$ cat src/rtl/alu_pipe_pkg.sv
// alu_pipe_pkg: shared types and constants for the alu_pipe block.
//   alu_op_e     - 4-bit opcode encoding seen on the op port
//   FLAG_*       - bit positions of N, Z, C, V inside the {N,Z,C,V} flag vector
//   mul_state_e  - control states (only IDLE is reachable without ALU_PIPE_MUL_EN)
//   shift_kind_e - selector for the shared barrel shifter
package alu_pipe_pkg;

   typedef enum logic [3:0] {
      OP_PASSB = 4'd0,
      OP_ADD   = 4'd1,
      OP_SUB   = 4'd2,
      OP_ADC   = 4'd3,
      OP_SBC   = 4'd4,
      OP_AND   = 4'd5,
      OP_OR    = 4'd6,
      OP_XOR   = 4'd7,
      OP_LSL   = 4'd8,
      OP_LSR   = 4'd9,
      OP_ASR   = 4'd10,
      OP_MUL   = 4'd11,
      OP_RSV12 = 4'd12,
      OP_RSV13 = 4'd13,
      OP_RSV14 = 4'd14,
      OP_RSV15 = 4'd15
   } alu_op_e;

   localparam int FLAG_N = 3;
   localparam int FLAG_Z = 2;
   localparam int FLAG_C = 1;
   localparam int FLAG_V = 0;

   typedef enum logic [1:0] {
      ST_IDLE     = 2'd0,
      ST_MUL_RUN  = 2'd1,
      ST_MUL_DONE = 2'd2
   } mul_state_e;

   typedef enum logic [1:0] {
      SH_LSL = 2'd0,
      SH_LSR = 2'd1,
      SH_ASR = 2'd2
   } shift_kind_e;

endpackage

$ cat src/rtl/alu_pipe_shift.sv
// alu_pipe_shift: combinational barrel shifter shared by LSL/LSR/ASR.
//   val_i  [WIDTH] value to shift
//   amt_i  [AW]    shift amount
//   kind_i         LSL, LSR or ASR
//   res_o  [WIDTH] shifted value
//   cout_o         last bit shifted out (meaningless when amt_i == 0)
module alu_pipe_shift
   import alu_pipe_pkg::*;
#(
   parameter int WIDTH = 16,
   parameter int AW    = 4
) (
   input  logic [WIDTH-1:0] val_i,
   input  logic [AW-1:0]    amt_i,
   input  shift_kind_e      kind_i,
   output logic [WIDTH-1:0] res_o,
   output logic             cout_o
);

   // One extra bit on the side bits leave from catches the last bit shifted out.
   logic [WIDTH:0]        lsl_w;
   logic [WIDTH:0]        lsr_w;
   logic signed [WIDTH:0] asr_in_w;
   logic signed [WIDTH:0] asr_w;

   always_comb begin
      lsl_w    = {1'b0, val_i} << amt_i;
      lsr_w    = {val_i, 1'b0} >> amt_i;
      asr_in_w = {val_i, 1'b0};
      asr_w    = asr_in_w >>> amt_i;
      case (kind_i)
         SH_LSR: begin
            res_o  = lsr_w[WIDTH:1];
            cout_o = lsr_w[0];
         end
         SH_ASR: begin
            res_o  = asr_w[WIDTH:1];
            cout_o = asr_w[0];
         end
         default: begin
            res_o  = lsl_w[WIDTH-1:0];
            cout_o = lsl_w[WIDTH];
         end
      endcase
   end

endmodule

$ cat src/rtl/alu_pipe.sv
// alu_pipe: handshaked WIDTH-bit ALU with registered result and NZCV flags.
//   clk, rst_n           clock, asynchronous active-low reset
//   in_valid/in_ready    operation handshake (a, b, op, set_flags)
//   out_valid/out_ready  result handshake (result plus current flags)
//   negative..overflow   architectural flag register N, Z, C, V
//   busy                 high while the multiplier iterates
//   dbg_state_o          control state (mul_state_e encoding)
// Optional feature: define ALU_PIPE_MUL_EN to build the iterative multiplier
// (opcode 11). Without it opcode 11 behaves like the reserved opcodes.
// Handshake: a transfer happens on a rising edge where valid && ready; the
// producer holds its payload stable while valid is high and not yet accepted.
module alu_pipe
   import alu_pipe_pkg::*;
#(
   parameter int         WIDTH    = 16,
   parameter logic [3:0] FLAG_RST = 4'b0000
) (
   input  logic             clk,
   input  logic             rst_n,
   input  logic             in_valid,
   output logic             in_ready,
   input  logic [WIDTH-1:0] a,
   input  logic [WIDTH-1:0] b,
   input  logic [3:0]       op,
   input  logic             set_flags,
   output logic             out_valid,
   input  logic             out_ready,
   output logic [WIDTH-1:0] result,
   output logic             negative,
   output logic             zero,
   output logic             carry_out,
   output logic             overflow,
   output logic             busy,
   output logic [1:0]       dbg_state_o
);

   localparam int AW = $clog2(WIDTH);

   alu_op_e          op_e;
   logic             can_load, accept, is_mul;
   logic [WIDTH-1:0] result_q, result_d;
   logic [3:0]       flags_q, flags_d;
   logic             out_valid_q, out_valid_d;
   mul_state_e       state_q;
   logic             busy_q;

   logic             is_sub, carry_in, add_c, add_v;
   logic [WIDTH-1:0] b_eff;
   logic [WIDTH:0]   sum;
   shift_kind_e      sh_kind;
   logic [WIDTH-1:0] sh_res;
   logic             sh_cout;
   logic [WIDTH-1:0] sc_res;
   logic [3:0]       sc_flags;

   assign op_e     = alu_op_e'(op);
   assign can_load = !out_valid_q || out_ready;
   assign in_ready = (state_q == ST_IDLE) && can_load;
   assign accept   = in_valid && in_ready;

   // Single adder: subtraction is a + ~b + carry_in, so its carry out is NOT borrow.
   always_comb begin
      is_sub = (op_e == OP_SUB) || (op_e == OP_SBC);
      b_eff  = is_sub ? ~b : b;
      case (op_e)
         OP_SUB:         carry_in = 1'b1;
         OP_ADC, OP_SBC: carry_in = flags_q[FLAG_C];
         default:        carry_in = 1'b0;
      endcase
      sum   = {1'b0, a} + {1'b0, b_eff} + {{WIDTH{1'b0}}, carry_in};
      add_c = sum[WIDTH];
      // carry into MSB is recovered from the MSB sum bit and its two inputs
      add_v = (a[WIDTH-1] ^ b_eff[WIDTH-1] ^ sum[WIDTH-1]) ^ sum[WIDTH];
   end

   always_comb begin
      case (op_e)
         OP_LSR:  sh_kind = SH_LSR;
         OP_ASR:  sh_kind = SH_ASR;
         default: sh_kind = SH_LSL;
      endcase
   end

   alu_pipe_shift #(.WIDTH(WIDTH), .AW(AW)) u_shift (
      .val_i  (a),
      .amt_i  (b[AW-1:0]),
      .kind_i (sh_kind),
      .res_o  (sh_res),
      .cout_o (sh_cout)
   );

   // Result and would-be flags of the single-cycle opcodes.
   always_comb begin
      sc_res   = '0;
      sc_flags = flags_q;
      case (op_e)
         OP_PASSB: sc_res = b;
         OP_ADD, OP_SUB, OP_ADC, OP_SBC: begin
            sc_res           = sum[WIDTH-1:0];
            sc_flags[FLAG_C] = add_c;
            sc_flags[FLAG_V] = add_v;
         end
         OP_AND: sc_res = a & b;
         OP_OR:  sc_res = a | b;
         OP_XOR: sc_res = a ^ b;
         OP_LSL, OP_LSR, OP_ASR: begin
            sc_res = sh_res;
            if (b[AW-1:0] != '0) sc_flags[FLAG_C] = sh_cout;
         end
         default: sc_res = '0;
      endcase
      // reserved opcodes (and MUL, which never uses this path) leave flags alone
      if (op < 4'd11) begin
         sc_flags[FLAG_N] = sc_res[WIDTH-1];
         sc_flags[FLAG_Z] = (sc_res == '0);
      end
   end

`ifdef ALU_PIPE_MUL_EN
   localparam int CW = $clog2(WIDTH + 1);

   logic [CW-1:0]    cnt_q;
   logic [WIDTH-1:0] acc_q, mcand_q, mplier_q;
   logic             mul_sf_q;

   assign is_mul = (op_e == OP_MUL);

   always_ff @(posedge clk or negedge rst_n) begin
      if (!rst_n) begin
         state_q  <= ST_IDLE;
         cnt_q    <= '0;
         acc_q    <= '0;
         mcand_q  <= '0;
         mplier_q <= '0;
         mul_sf_q <= 1'b0;
         busy_q   <= 1'b0;
      end else begin
         case (state_q)
            ST_IDLE: begin
               if (accept && is_mul) begin
                  state_q  <= ST_MUL_RUN;
                  cnt_q    <= CW'(WIDTH);
                  acc_q    <= '0;
                  mcand_q  <= a;
                  mplier_q <= b;
                  mul_sf_q <= set_flags;
                  busy_q   <= 1'b1;
               end
            end
            ST_MUL_RUN: begin
               // only the low WIDTH product bits are kept, so mcand may drop its MSBs
               if (mplier_q[0]) acc_q <= acc_q + mcand_q;
               mcand_q  <= mcand_q << 1;
               mplier_q <= mplier_q >> 1;
               cnt_q    <= cnt_q - CW'(1);
               if (cnt_q == CW'(1)) begin
                  state_q <= ST_MUL_DONE;
                  busy_q  <= 1'b0;
               end
            end
            ST_MUL_DONE: begin
               if (can_load) state_q <= ST_IDLE;
            end
            default: state_q <= ST_IDLE;
         endcase
      end
   end
`else
   assign is_mul  = 1'b0;
   assign state_q = ST_IDLE;
   assign busy_q  = 1'b0;
`endif

   always_comb begin
      result_d    = result_q;
      flags_d     = flags_q;
      out_valid_d = out_valid_q && !out_ready;
      if (accept && !is_mul) begin
         result_d    = sc_res;
         out_valid_d = 1'b1;
         if (set_flags) flags_d = sc_flags;
      end
`ifdef ALU_PIPE_MUL_EN
      if ((state_q == ST_MUL_DONE) && can_load) begin
         result_d    = acc_q;
         out_valid_d = 1'b1;
         if (mul_sf_q) begin
            flags_d[FLAG_N] = acc_q[WIDTH-1];
            flags_d[FLAG_Z] = (acc_q == '0);
         end
      end
`endif
   end

   always_ff @(posedge clk or negedge rst_n) begin
      if (!rst_n) begin
         result_q    <= '0;
         flags_q     <= FLAG_RST;
         out_valid_q <= 1'b0;
      end else begin
         result_q    <= result_d;
         flags_q     <= flags_d;
         out_valid_q <= out_valid_d;
      end
   end

   assign result      = result_q;
   assign out_valid   = out_valid_q;
   assign negative    = flags_q[FLAG_N];
   assign zero        = flags_q[FLAG_Z];
   assign carry_out   = flags_q[FLAG_C];
   assign overflow    = flags_q[FLAG_V];
   assign busy        = busy_q;
   assign dbg_state_o = state_q;

endmodule

$ cat config.mk
export PLATFORM = sky130hd
export DESIGN_NAME = alu_pipe
export DESIGN_NICKNAME = d
export VERILOG_FILES = /design/src/rtl/alu_pipe_pkg.sv /design/src/rtl/alu_pipe_shift.sv /design/src/rtl/alu_pipe.sv
export SDC_FILE = /design/constraint.sdc
export NUM_CORES = 1
export LEC_CHECK = 0
export ABC_AREA = 1
export BUFFER_PORTS_ARGS = -buffer_cell sky130_fd_sc_hd__buf_2
export CORE_MARGIN = 10
export CORE_UTILIZATION = 45
export CTS_BUF_LIST = sky130_fd_sc_hd__clkbuf_8 sky130_fd_sc_hd__clkbuf_16
export CTS_CLUSTER_DIAMETER = 120
export DETAILED_ROUTE_END_ITERATION = 12
export SLEW_MARGIN = 40
export SYNTH_ARGS = -nofsm -noshare
export SYNTH_HDL_FRONTEND = slang
export SYNTH_HIERARCHICAL = 1
export SYNTH_SLANG_ARGS = --single-unit
$ cat constraint.sdc
create_clock -name clk -period 3 [get_ports clk]
set_input_delay 0.15 -clock clk [delete_from_list [all_inputs] [get_ports clk]]
set_output_delay 0.15 -clock clk [all_outputs]
set_load 0.03 [all_outputs]
* Yosys cells after proc, flatten, opt, wreduce, memory -nomap -nowiden
Index checks and enable logic that the tools add are counted.
W data, S select, Z words.
** Storage, ports and cells
- Input bits :: 41
- Memory bits (writable) :: 0
- Output and inout bits :: 25
- Latch bits :: 0
- Bits in read-only memories :: 0
- Register bits :: 21
- Logic and storage cells :: 56
- Memories kept :: 0
** Operators by class
- Order comparisons :: 1
- Reduce and logical (&&, ||, !) cells :: 16
- Equal/unequal tests :: 13
- Add/subtract/negate cells :: 2
- Shift-type cells :: 3
- Divide/modulo/power cells :: 0
- Multipliers :: 0
- Multiplexer cells :: 9
- Bitwise operators :: 7
** Operators with widths (number)
- $pmux W16 S6 :: 1
- $pmux W16 S2 :: 1
- $add A16 B16 Y17 :: 1
- $add A17 B1 Y17 :: 1
- $shl A16 B4 Y17 :: 1
- $shr A17 B4 Y17 :: 1
- $sshr A17 B4 Y17 :: 1
- $and A16 B16 Y16 :: 1
- $eq A4 B3 Y1 const B :: 4
- $logic_not A16 Y1 :: 1
- $mux W16 :: 1
- $not A16 Y16 :: 1
- $or A16 B16 Y16 :: 1
- $xor A16 B16 Y16 :: 1
- $eq A4 B4 Y1 const B :: 3
- $eq A4 B2 Y1 const B :: 2
- $pmux W1 S2 :: 3
- $reduce_and A3 Y1 :: 2
- $eq A4 B1 Y1 const B :: 1
- $logic_not A4 Y1 :: 1
- $lt A4 B4 Y1 const B :: 1
- $pmux W2 S2 :: 1
- $reduce_and A4 Y1 :: 1
- $reduce_bool A4 Y1 :: 1
- 12 further kinds :: 18

* Logic depth before layout (Yosys ltp)
Gate-level depths: netlist of run 1.
- Word-level depth :: 7
- Mapped depth :: 26
- Mapped depth without buffers :: 24

* Cells and area by module
Netlist of run 1, hierarchy kept.
** By module, submodules not included
- alu_pipe :: cells each 539, area each 3415.8 um^2, seq. area each 525.5 um^2, times used 1
- alu_pipe_shift :: cells each 363, area each 1694.1 um^2, seq. area each 0.0 um^2, times used 1

* Worst setup path after synthesis of run 1
OpenSTA, ideal clock, no wires.
- Path kind :: input-to-reg
- Start point :: input port op[3]
- End point :: register flags_q[1]
- Setup time :: 130 ps
- Data required time :: 2870 ps
- Setup slack :: 152 ps
- Data arrival time :: 2718 ps
- Stages on the path :: 20
- Buffers on the path :: 1
- Cells stage by stage :: buf_6 nor2_2 inv_1 nor2_1 a21oi_2 xor2_1 fa_1 fa_1 nand2_1 nand2_1 nand3_1 nand2_1 nand2_1 nand2_1 nand2_1 nand2_1 a21oi_2 nand2_1 o211ai_1 o21ai_0
** Between the ends
- Longest elaborated chain between the ends :: 6
- Elaborated cells on any way between the ends :: 24
- Classes of those cells :: add/sub: 2; eq/ne: 10; mux: 6; reduce/logical: 6
** RTL lines
- start: declaration :: line alu_pipe.sv:24 : input logic [3:0] op,
- $eq A4 B2 Y1 (tied with other cells) :: line alu_pipe.sv:63, alu_pipe.sv:65, alu_pipe.sv:96
- $logic_or A1 B1 Y1 or $pmux W2 S2 (tied branches) :: line alu_pipe.sv:63, alu_pipe.sv:77
- $mux W16 (tied with other cells) :: line alu_pipe.sv:64 : b_eff = is_sub ? ~b : b;
- $add A16 B16 Y17 or $pmux W1 S2 (tied branches) :: line alu_pipe.sv:70, alu_pipe_shift.sv:31
- $add A17 B1 Y17 or $mux W1 (tied branches) :: line alu_pipe.sv:70, alu_pipe.sv:108
- $pmux W1 S2 :: line alu_pipe.sv:96 : case (op_e)
- end signal: assignment :: line alu_pipe.sv:202 : flags_q <= flags_d;
- end: declaration :: line alu_pipe.sv:42 : logic [3:0] flags_q, flags_d;
Several ways; a longest one is shown, not always the timed one. The select of a mux whose other input is x is not followed.
A chain may end at the register's enable or synchronous reset.

* Final worst setup path of run 1
- Start point :: input port op[2]
- End point :: register flags_q[2]
** Between the ends
- Elaborated cells on any way between the ends :: 27
- Classes of those cells :: add/sub: 2; order compare: 1; eq/ne: 12; mux: 5; reduce/logical: 7
** RTL lines
- $eq A4 B4 Y1 :: line alu_pipe.sv:77 : case (op_e)
- $pmux W2 S2 * :: line alu_pipe.sv:77
- via sh_kind[1] :: line alu_pipe.sv:50 : shift_kind_e sh_kind;
- $eq A2 B2 Y1 or $eq A2 B1 Y1 (tied branches) :: line alu_pipe_shift.sv:31 : case (kind_i)
- $pmux W16 S2 * :: line alu_pipe_shift.sv:31
- via sh_res[2] :: line alu_pipe.sv:51 : logic [WIDTH-1:0] sh_res;
- $pmux W16 S6 * :: line alu_pipe.sv:96
- $logic_not A16 Y1 * :: line alu_pipe.sv:115 : sc_flags[FLAG_Z] = (sc_res == '0);
The timed path passes the listed nets; every way through them passes the cells marked *.

==> Flow_metrics.wiki, run 1 <==
{| class="wikitable"
! Metric !! Value
|-
| Outcome || complete, no violations
|-
| Avg Synthesized Cell Area || 5.67 sq um
|-
| Cell with the most instances after synthesis || sky130_fd_sc_hd__nand2_1
|-
| Final-report hold violation count || 0
|-
| Clock sinks || 21
|-
| Number of vias per cell after detailed routing || 5.16
|-
| Count of filler cells inserted in the layout || 1,266
|-
| Postcts setup bufs || 0
|-
| Most common flop cell mapped by yosys || sky130_fd_sc_hd__dfrtp_1
|-
| Maximum number of pins on one net before global-route repair || 36
|-
| Count of flip-flops with a built-in enable after synthesis || 0
|-
| Chip width || 127 microns
|-
| Most area-consuming cells after synthesis || sky130_fd_sc_hd__nand2_1, sky130_fd_sc_hd__ha_1, sky130_fd_sc_hd__dfrtp_1
|-
| Maximum VDD drop || 0.389 mV
|-
| Core Area || 11,000 sq um
|-
| Ant diodes || 0
|-
| Routed met1 length || 7730 microns
|-
| Cell-by-cell listing of the critical path || buf_2, inv_2, nand2_1, nor2_1, inv_1, ha_1, nor2_1, nor2_1, nand2_1, nand2_1, nand2_1, nand2_1, nand4_1, nand2_1, nor2_1, nand2_1, nor2_1, nand3_1, nor2_1, nand2_1, nor2_1, nand2_1, nand2_1
|-
| TritonCTS clock tree || yes
|-
| DR pass1 iterations || 5
|-
| Number of flip-flops and latches in the synthesized netlist || 21
|-
| First-pass GRT wire length || 26,600 microns
|-
| Biggest cell delay along the critical path || 0.27 ns
|-
| Leakage power figure || 3.25 nW
|-
| Remaining antenna violation count after routing || 0
|-
| Distinct cells, synth || 53
|-
| Final wirelength || 16,400 microns
|-
| Total number of vias || 5,648
|-
| P_sw || 0.823 mW
|-
| Crit Path Max Fanout || 6
|-
| Critical path arrival || 2.92 ns
|-
| Global placement routability congestion || 0.937
|-
| Share of layout cells above drive strength 1 || 0.136
|-
| Top cells by instance count after synthesis || sky130_fd_sc_hd__nand2_1, sky130_fd_sc_hd__inv_1, sky130_fd_sc_hd__nand3_1
|-
| Worst clock skew on the final layout || 0.00126 ns
|-
| Hold WC Path Type || in2reg
|-
| Share of total power consumed by net switching || 0.491
|-
| Final Critical Period || 2.73 ns
|-
| Post-Route Setup TNS || 0 ns
|-
| GRT Util Overall || 0.197
|-
| Maximum count of clock buffers along a single path || 2
|-
| Met2 wire length || 7520 microns
|-
| Async set-or-reset flop fraction in the synthesized netlist || 1.00
|-
| Seq pwr share || 0.217
|-
| Synth Warn # || 6
|-
| F_max || 366 MHz
|-
| Share of total power in combinational logic || 0.621
|-
| Final-report setup violation count || 0
|-
| Internal Power || 0.853 mW
|-
| Portion of synthesized cell area occupied by the leading cell type || 0.259
|-
| Quantity of I/O buffers inserted on ports || 62
|-
| H-tree lvl count || 1
|-
| Endpoint class of the critical path || register
|-
| DRC errors left || 0
|-
| Clock tree root driver cell || sky130_fd_sc_hd__clkbuf_16
|-
| Routed wl met3 || 714 microns
|-
| Max stage delay cell, worst path || sky130_fd_sc_hd__ha_1
|-
| Clock latency on the worst-skew pair || 0.25 ns
|-
| Power per cell area || 301 nW/um^2
|-
| Final worst-path setup slack || 0.267 ns
|-
| Max Used Layer || met4
|-
| Die Outline Area || 16,000 sq um
|-
| Worst setup SP type || primary input
|-
| Post-Synthesis Cell Area || 5110 sq um
|-
| Wire per inst || 15.0 microns
|-
| Number of nets in the finished design || 1,047
|-
| Placed wire-length estimate after detailed placement || 13,800 microns
|-
| Transition time at the pin with the least slew margin || 0.524 ns
|-
| Biggest area consumer among synthesized cells || sky130_fd_sc_hd__nand2_1
|-
| Library cell appearing most often on the critical path || sky130_fd_sc_hd__nand2_1
|-
| Mapped Cells || 902
|-
| Die span in y || 127 microns
|-
| Setup repair after global routing missed its margin || no
|-
| Syn-to-layout area delta || 9.01%
|-
| Number of clock buffers inserted by TritonCTS || 3
|-
| Max Cap Violations || 0
|-
| Slew margin rel. || 0.648
|-
| Sequential share of the synthesized area || 0.103
|-
| Core Rows || 38
|-
| Clock-pin transition on the worst setup and hold timing paths || 0.05 ns
|-
| Total congestion overflow || 0
|-
| Starting utilization of the core area || 0.465
|-
| Critical path required time || 3.19 ns
|-
| Critical path type || in2reg
|-
| Number of global-route vias before repair || 5,357
|-
| Post-route clock period utilization || 0.911
|-
| Setup WS pre-CTS || 0.0761 ns
|-
| Part of the total power dissipated in the clock network || 0.162
|-
| Number of max-slew violations in the final report || 0
|-
| Number of DRC markers after the initial detailed-route iteration || 375
|-
| I/O pin cnt || 66
|-
| Number of antenna violations at the first check in global routing || 0
|}
registers in the layout, summed over array words and instances (netlist names):
signal / count
result: 16
flags_q: 4
out_valid: 1
final timing paths:
path	start	end	slack [ns]	depth (start not counted)
max	op[2]	flags_q[2]	0.27	23
min	in_valid	out_valid	0.11	3
max reg2reg	flags_q[1]	flags_q[1]	0.34	16
min reg2reg	result[4]	result[4]	0.47	2
max in group asynchronous	rst_n	flags_q[2]	2.30	2
min in group asynchronous	rst_n	result[0]	0.38	2
power groups by stage:
stage	Combinational (mW)	Sequential (mW)	Clock, mW
final	1.04	0.363	0.272
after global routing	1.18	0.369	0.289
after CTS	1.04	0.364	0.280
after detailed placement	1.04	0.369	0
after global placement	1.04	0.368	0
after floorplan	0.636	0.477	0
timing repair:
action / in CTS / in global routing
hold buffers: 1 / 0
endpoints found under the hold margin: 21 / 0
resized for setup: 0 / 0
final cells by class:
cell class	count	area (sq um)	share of cell area
clock buffer	3	75.1	0.0135
clock inverter	1	3.75	0.000674
inverter	122	463	0.0831
timing repair buffer	81	480	0.0863
sequential	21	526	0.0943
tap	140	175	0.0314
multi-input combinational	726	3850	0.691
worst max-delay path: cells and delay by family:
family / cells / cell delay [ns]
buffers and inverters: 3 / 0.35
AND/OR/NAND/NOR: 19 / 2.15
adder cells (fa/ha/maj): 1 / 0.27
cells in the final DEF (no fill, tap or decap), types with 2 or more instances in the layout:
| cell | netlist | routed |
|---|---|---|
| sky130_fd_sc_hd__nand2_1 | 353 | 353 |
| sky130_fd_sc_hd__a31oi_1 | 10 | 10 |
| sky130_fd_sc_hd__fa_1 | 2 | 2 |
| sky130_fd_sc_hd__nand2_2 | 6 | 6 |
| sky130_fd_sc_hd__nor2_2 | 7 | 7 |
| sky130_fd_sc_hd__nand2_4 | 3 | 3 |
| sky130_fd_sc_hd__conb_1 | 1 | 3 |
| sky130_fd_sc_hd__xor2_1 | 17 | 17 |
| sky130_fd_sc_hd__nor2_4 | 3 | 3 |
| sky130_fd_sc_hd__o22ai_1 | 4 | 4 |
| sky130_fd_sc_hd__nand3b_1 | 5 | 5 |
| sky130_fd_sc_hd__a21oi_2 | 5 | 5 |
| sky130_fd_sc_hd__nor2_1 | 56 | 56 |
| sky130_fd_sc_hd__dfrtp_1 | 21 | 21 |
| sky130_fd_sc_hd__nand4_1 | 5 | 5 |
| sky130_fd_sc_hd__o211ai_1 | 7 | 7 |
| sky130_fd_sc_hd__or2_1 | 3 | 3 |
| sky130_fd_sc_hd__nor3_1 | 7 | 7 |
| sky130_fd_sc_hd__inv_2 | 4 | 4 |
| sky130_fd_sc_hd__a21oi_1 | 21 | 21 |
| sky130_fd_sc_hd__inv_1 | 116 | 117 |
| sky130_fd_sc_hd__buf_12 | 1 | 2 |
| sky130_fd_sc_hd__o21ai_1 | 12 | 12 |
| sky130_fd_sc_hd__buf_2 | 10 | 62 |
| sky130_fd_sc_hd__a211oi_2 | 2 | 2 |
| sky130_fd_sc_hd__or2_2 | 2 | 2 |
| sky130_fd_sc_hd__clkbuf_16 | 0 | 3 |
| sky130_fd_sc_hd__o21ai_0 | 46 | 46 |
| sky130_fd_sc_hd__nand3_1 | 72 | 72 |
| sky130_fd_sc_hd__buf_4 | 8 | 16 |
| sky130_fd_sc_hd__nor3_2 | 2 | 2 |
| sky130_fd_sc_hd__inv_4 | 2 | 2 |
| sky130_fd_sc_hd__o21ai_2 | 3 | 3 |
| sky130_fd_sc_hd__a22o_1 | 3 | 3 |
| sky130_fd_sc_hd__a211oi_1 | 4 | 4 |
| sky130_fd_sc_hd__ha_1 | 49 | 49 |
routing by layer:
layer  vias up  GRT usage
met1      2510      0.261
li1       2966          -
met5         -          0
met4         0     0.0603
met3        27     0.0146
met2       145      0.333
cells by family (layout without fill, tap and decap cells):
kind of cell | Yosys count | in the layout | share of synthesized area
and+or+nand+nor | 529 | 529 | 0.441
buffers and inverters | 157 | 207 | 0.146
AOI/OAI and AO/OA | 124 | 124 | 0.149
adders and majority gates | 51 | 51 | 0.128
DFF | 21 | 21 | 0.103
xor gates and xnor gates | 18 | 18 | 0.0309
other | 1 | 3 | 0.000734
muxes | 1 | 1 | 0.00196
metrics by stage:
stage / instance area (sq um) / util / power [mW] / hold slack [ns] / cells
2_1_floorplan: 5120 / - / 1.11 / -0.146 / 904
3_3_place_gp: 5480 / 0.499 / 1.40 / 0.127 / 1089
3_5_place_dp: 5480 / 0.499 / 1.41 / 0.126 / 1089
4_1_cts: 5570 / 0.507 / 1.69 / 0.106 / 1094
5_1_grt: 5570 / 0.507 / 1.84 / 0.137 / 1094
6_report: 5570 / 0.507 / 1.68 / 0.107 / 1094
Power figures use the tool's default switching activity.
==> run 2, diff against run 1 <==
--- a/config.mk
+++ b/config.mk
@@ -7,13 +7,12 @@
 export LEC_CHECK = 0
 export ABC_AREA = 1
 export BUFFER_PORTS_ARGS = -buffer_cell sky130_fd_sc_hd__buf_2
-export CORE_MARGIN = 10
 export CORE_UTILIZATION = 45
 export CTS_BUF_LIST = sky130_fd_sc_hd__clkbuf_8 sky130_fd_sc_hd__clkbuf_16
 export CTS_CLUSTER_DIAMETER = 120
 export DETAILED_ROUTE_END_ITERATION = 12
+export PLACE_DENSITY = 0.65
 export SLEW_MARGIN = 40
 export SYNTH_ARGS = -nofsm -noshare
 export SYNTH_HDL_FRONTEND = slang
-export SYNTH_HIERARCHICAL = 1
 export SYNTH_SLANG_ARGS = --single-unit
==> run 2 against run 1 <==
Effect of this change: the flow now finishes with violations (design-rule violations); design area decreased by 3.7%; critical path depth decreased by 5; synthesized cell count decreased by 4.9%.
==> Flow_metrics.wiki, run 2 <==
{| class="wikitable"
! Metric !! Value
|-
| Outcome || complete, but fails checks (was complete, no violations)
|-
| Violated checks || design-rule violations
|-
| Maximum number of pins on one net before global-route repair || 34 (was 36)
|-
| GRT Util Overall || 0.305 (was 0.197)
|-
| Max reg flops || 16 (unchanged)
|-
| Most frequent standard cell in the layout excluding fill and tap cells || sky130_fd_sc_hd__nand2_1 (unchanged)
|-
| Critical path required time || 3.21 ns (was 3.19 ns)
|-
| Clock-pin transition on the worst setup and hold timing paths || 0.08 ns (was 0.05 ns)
|-
| Syn-to-layout area delta || 13.7% (was 9.01%)
|-
| Quantity of I/O buffers inserted on ports || 62 (unchanged)
|-
| Number of vias per cell after detailed routing || 5.53 (was 5.16)
|-
| Core Area || 10,200 sq um (was 11,000 sq um)
|-
| Power per cell area || 302 nW/um^2 (was 301 nW/um^2)
|-
| Post-route clock period utilization || 0.900 (was 0.911)
|-
| Async set-or-reset flop fraction in the synthesized netlist || 1.00 (unchanged)
|-
| Die span in y || 104 microns (was 127 microns)
|-
| Hold wc startpoint || in_valid (unchanged)
|-
| Total congestion overflow || 0 (unchanged)
|-
| Critical path type || reg2reg (was in2reg)
|-
| Sequential share of the synthesized area || 0.111 (was 0.103)
|-
| Postcts setup bufs || 0 (unchanged)
|-
| Biggest cell delay along the critical path || 0.41 ns (was 0.27 ns)
|-
| Worst clock skew on the final layout || 0.00715 ns (was 0.00126 ns)
|-
| Clock tree root driver cell || sky130_fd_sc_hd__clkbuf_8 (was sky130_fd_sc_hd__clkbuf_16)
|-
| Post-Synthesis Cell Area || 4720 sq um (was 5110 sq um)
|-
| DRC errors left || 1 (was 0)
|-
| Number of clock buffers inserted by TritonCTS || 3 (unchanged)
|-
| Internal reg-to-reg setup slack || 0.30 ns (was 0.34 ns)
|-
| Placed wire-length estimate after detailed placement || 13,400 microns (was 13,800 microns)
|-
| Distinct cells, synth || 40 (was 53)
|-
| Seq. cell area || 526 sq um (unchanged)
|-
| R2R cell count || 18 (was 16)
|-
| Final-report setup violation count || 0 (unchanged)
|-
| Max stage delay cell, worst path || sky130_fd_sc_hd__dfrtp_1 (was sky130_fd_sc_hd__ha_1)
|-
| Number of max-slew violations in the final report || 0 (unchanged)
|-
| DR pass1 iterations || 11 (was 5)
|-
| F_max || 371 MHz (was 366 MHz)
|-
| Final Critical Period || 2.70 ns (was 2.73 ns)
|-
| Number of nets in the finished design || 1,024 (was 1,047)
|-
| Wire per inst || 15.4 microns (was 15.0 microns)
|-
| Portion of synthesized cell area occupied by the leading cell type || 0.240 (was 0.259)
|-
| Setup repair after global routing missed its margin || no (unchanged)
|-
| Final wirelength || 16,400 microns (about the same)
|-
| First-pass GRT wire length || 26,700 microns (was 26,600 microns)
|-
| Slew margin rel. || 0.510 (was 0.648)
|-
| Area of the multi-input gates || 3630 sq um (was 3850 sq um)
|-
| CP top delay family || simple AND/OR/NAND/NOR gates (unchanged)
|-
| Commonest cells after routing, fill and taps aside || sky130_fd_sc_hd__nand2_1, sky130_fd_sc_hd__nand3_1, sky130_fd_sc_hd__inv_1, sky130_fd_sc_hd__nor2_1, sky130_fd_sc_hd__buf_2 (was sky130_fd_sc_hd__nand2_1, sky130_fd_sc_hd__inv_1, sky130_fd_sc_hd__nand3_1, sky130_fd_sc_hd__buf_2, sky130_fd_sc_hd__nor2_1)
|-
| Avg Synthesized Cell Area || 5.50 sq um (was 5.67 sq um)
|-
| Number of global-route vias before repair || 5,339 (was 5,357)
|-
| Max Cap Violations || 0 (unchanged)
|-
| Cell with the most instances after synthesis || sky130_fd_sc_hd__nand2_1 (unchanged)
|-
| Count of flip-flops with a built-in enable after synthesis || 0 (unchanged)
|-
| Final worst-path setup slack || 0.301 ns (was 0.267 ns)
|-
| Chip width || 104 microns (was 127 microns)
|-
| Most common flop cell mapped by yosys || sky130_fd_sc_hd__dfrtp_1 (unchanged)
|-
| Number of antenna violations at the first check in global routing || 0 (unchanged)
|-
| Clock sinks || 21 (unchanged)
|-
| Maximum VDD drop || 0.161 mV (was 0.389 mV)
|-
| Endpoint class of the critical path || register (unchanged)
|-
| Top cells by instance count after synthesis || sky130_fd_sc_hd__nand2_1, sky130_fd_sc_hd__nand3_1, sky130_fd_sc_hd__inv_1 (was sky130_fd_sc_hd__nand2_1, sky130_fd_sc_hd__inv_1, sky130_fd_sc_hd__nand3_1)
|-
| Maximum count of clock buffers along a single path || 2 (unchanged)
|-
| Transition time at the pin with the least slew margin || 0.729 ns (was 0.524 ns)
|-
| Number of flip-flops and latches in the synthesized netlist || 21 (unchanged)
|-
| Reg2Reg Capture Point || flags_q[2] (was flags_q[1])
|-
| Critical path arrival || 2.90 ns (was 2.92 ns)
|-
| Setup WS pre-CTS || -0.00650 ns (was 0.0761 ns)
|-
| Core Rows || 37 (was 38)
|-
| Hold-critical path endpoint || out_valid (unchanged)
|-
| Buffers plus inverters on the worst setup path || 2 (was 3)
|-
| Starting utilization of the core area || 0.461 (was 0.465)
|-
| Final-report hold violation count || 0 (unchanged)
|-
| Clock latency on the worst-skew pair || 0.26 ns (was 0.25 ns)
|-
| Hold WC Path Type || in2reg (unchanged)
|-
| Crit Path Max Fanout || 4 (was 6)
|-
| Total number of vias || 5,890 (was 5,648)
|-
| Count of filler cells inserted in the layout || 1,126 (was 1,266)
|-
| Worst setup SP type || register (was primary input)
|-
| Number of DRC markers after the initial detailed-route iteration || 547 (was 375)
|-
| I/O pin cnt || 66 (unchanged)
|-
| Synth Warn # || 0 (was 6)
|-
| Leakage power figure || 3.04 nW (was 3.25 nW)
|-
| Library cell appearing most often on the critical path || sky130_fd_sc_hd__nand2_1 (unchanged)
|-
| Hold Path Stages || 3 (unchanged)
|-
| Share of layout cells above drive strength 1 || 0.119 (was 0.136)
|-
| Most area-consuming cells after synthesis || sky130_fd_sc_hd__nand2_1, sky130_fd_sc_hd__nand3_1, sky130_fd_sc_hd__ha_1 (was sky130_fd_sc_hd__nand2_1, sky130_fd_sc_hd__ha_1, sky130_fd_sc_hd__dfrtp_1)
|-
| Remaining antenna violation count after routing || 0 (unchanged)
|-
| Mapped Cells || 858 (was 902)
|-
| Global placement routability congestion || 0.990 (was 0.937)
|-
| Worst reg2reg path startpoint || flags_q[1] (unchanged)
|-
| Biggest area consumer among synthesized cells || sky130_fd_sc_hd__nand2_1 (unchanged)
|-
| Ant diodes || 0 (unchanged)
|-
| TritonCTS clock tree || yes (unchanged)
|-
| Cell-by-cell listing of the critical path || a21oi_1, inv_1, fa_2, fa_1, nand3_1, nand3_1, nand2_1, nand2_1, or2_2, nand2_1, nand2_1, inv_1, nand2_1, nor2_1, nand2_1, nor2_1, nand3_1, nand2_1 (was buf_2, inv_2, nand2_1, nor2_1, inv_1, ha_1, nor2_1, nor2_1, nand2_1, nand2_1, nand2_1, nand2_1, nand4_1, nand2_1, nor2_1, nand2_1, nor2_1, nand3_1, nor2_1, nand2_1, nor2_1, nand2_1, nand2_1)
|-
| H-tree lvl count || 1 (unchanged)
|-
| Post-Route Setup TNS || 0 ns (unchanged)
|-
| Setup crit start || flags_q[1] (was op[2])
|-
| Die Outline Area || 10,900 sq um (was 16,000 sq um)
|}
-- run 2: cell count changes after synthesis, sizes merged, moves of 3 or more --
cell	change
nand2	-59
nand3	+57
o21ai	-34
inv	-15
a21oi	+10
nor3	-5
clkbuf	-4
a31oi	-3
o2111ai	+3
-- run 2: kinds of logic after synthesis --
| group | Yosys count | synth area share |
|---|---|---|
| compound gates | 101 | 0.125 |
| xor+xnor | 17 | 0.0316 |
| fa+ha+maj | 52 | 0.141 |
| buf+inv | 140 | 0.123 |
| flops | 21 | 0.111 |
| other cells | 1 | 0.000795 |
| simple gates | 526 | 0.467 |
-- run 2: layout make-up --
class / instances / share of cell area
multi-input combinational: 699 / 0.676
timing repair buffer: 99 / 0.111
sequential: 21 / 0.0979
inverter: 107 / 0.0749
tap: 136 / 0.0317
clock buffer: 3 / 0.00770
clock inverter: 1 / 0.000700
-- run 2: where the power goes --
group / switching [mW] / internal, mW
clock: 0.0900 / 0.0911
combinational: 0.704 / 0.362
sequential: 0.0336 / 0.337
total: 0.828 / 0.790
-- run 2: repair_timing --
item                                    in CTS  in global routing
hold endpoints to repair                    21                  0
resized for setup                            0                  3
endpoints found under the setup margin       0                  1
hold buffers                                 1                  0
-- run 2: worst reg2reg max path: stages, from the launching register on --
cell,delay (ns)
sky130_fd_sc_hd__dfrtp_1,0.41
sky130_fd_sc_hd__a21oi_1,0.15
sky130_fd_sc_hd__inv_1,0.07
sky130_fd_sc_hd__fa_2,0.35
sky130_fd_sc_hd__fa_1,0.39
sky130_fd_sc_hd__nand3_1,0.08
sky130_fd_sc_hd__nand3_1,0.13
sky130_fd_sc_hd__nand2_1,0.09
sky130_fd_sc_hd__nand2_1,0.07
sky130_fd_sc_hd__or2_2,0.27
sky130_fd_sc_hd__nand2_1,0.07
sky130_fd_sc_hd__nand2_1,0.04
sky130_fd_sc_hd__inv_1,0.07
sky130_fd_sc_hd__nand2_1,0.05
sky130_fd_sc_hd__nor2_1,0.10
sky130_fd_sc_hd__nand2_1,0.06
sky130_fd_sc_hd__nor2_1,0.10
sky130_fd_sc_hd__nand3_1,0.09
sky130_fd_sc_hd__nand2_1,0.06
-- run 2: stage by stage --
step                hold WS, ns  cells  area (sq um)  total power, mW   util
floorplan                -0.146    860          4720             1.07      -
global placement          0.126   1061          5300             1.42  0.518
detailed placement        0.126   1061          5300             1.42  0.518
CTS                      0.0880   1066          5360             1.60  0.524
global route              0.109   1066          5370             1.76  0.524
finish                   0.0895   1066          5370             1.62  0.524
-- run 2: worst max-delay path by stage --
stage	end	slack, ns	cells past startpoint
after global placement	flags_q[2]	0.02	22
after floorplan	flags_q[2]	0.03	22
after detailed placement	flags_q[2]	-0.007	22
final	flags_q[2]	0.30	18
after CTS	flags_q[2]	0.25	22
after global routing	flags_q[2]	0.007	23
-- run 2: routing by layer --
metal  global-route usage  up-vias  routed length (microns)
met5                    0        -                        0
met4               0.0765        0                      418
met3               0.0420       34                     1400
met2                0.493      262                     7430
met1                0.423     2671                     7140
li1                     -     2923                        -
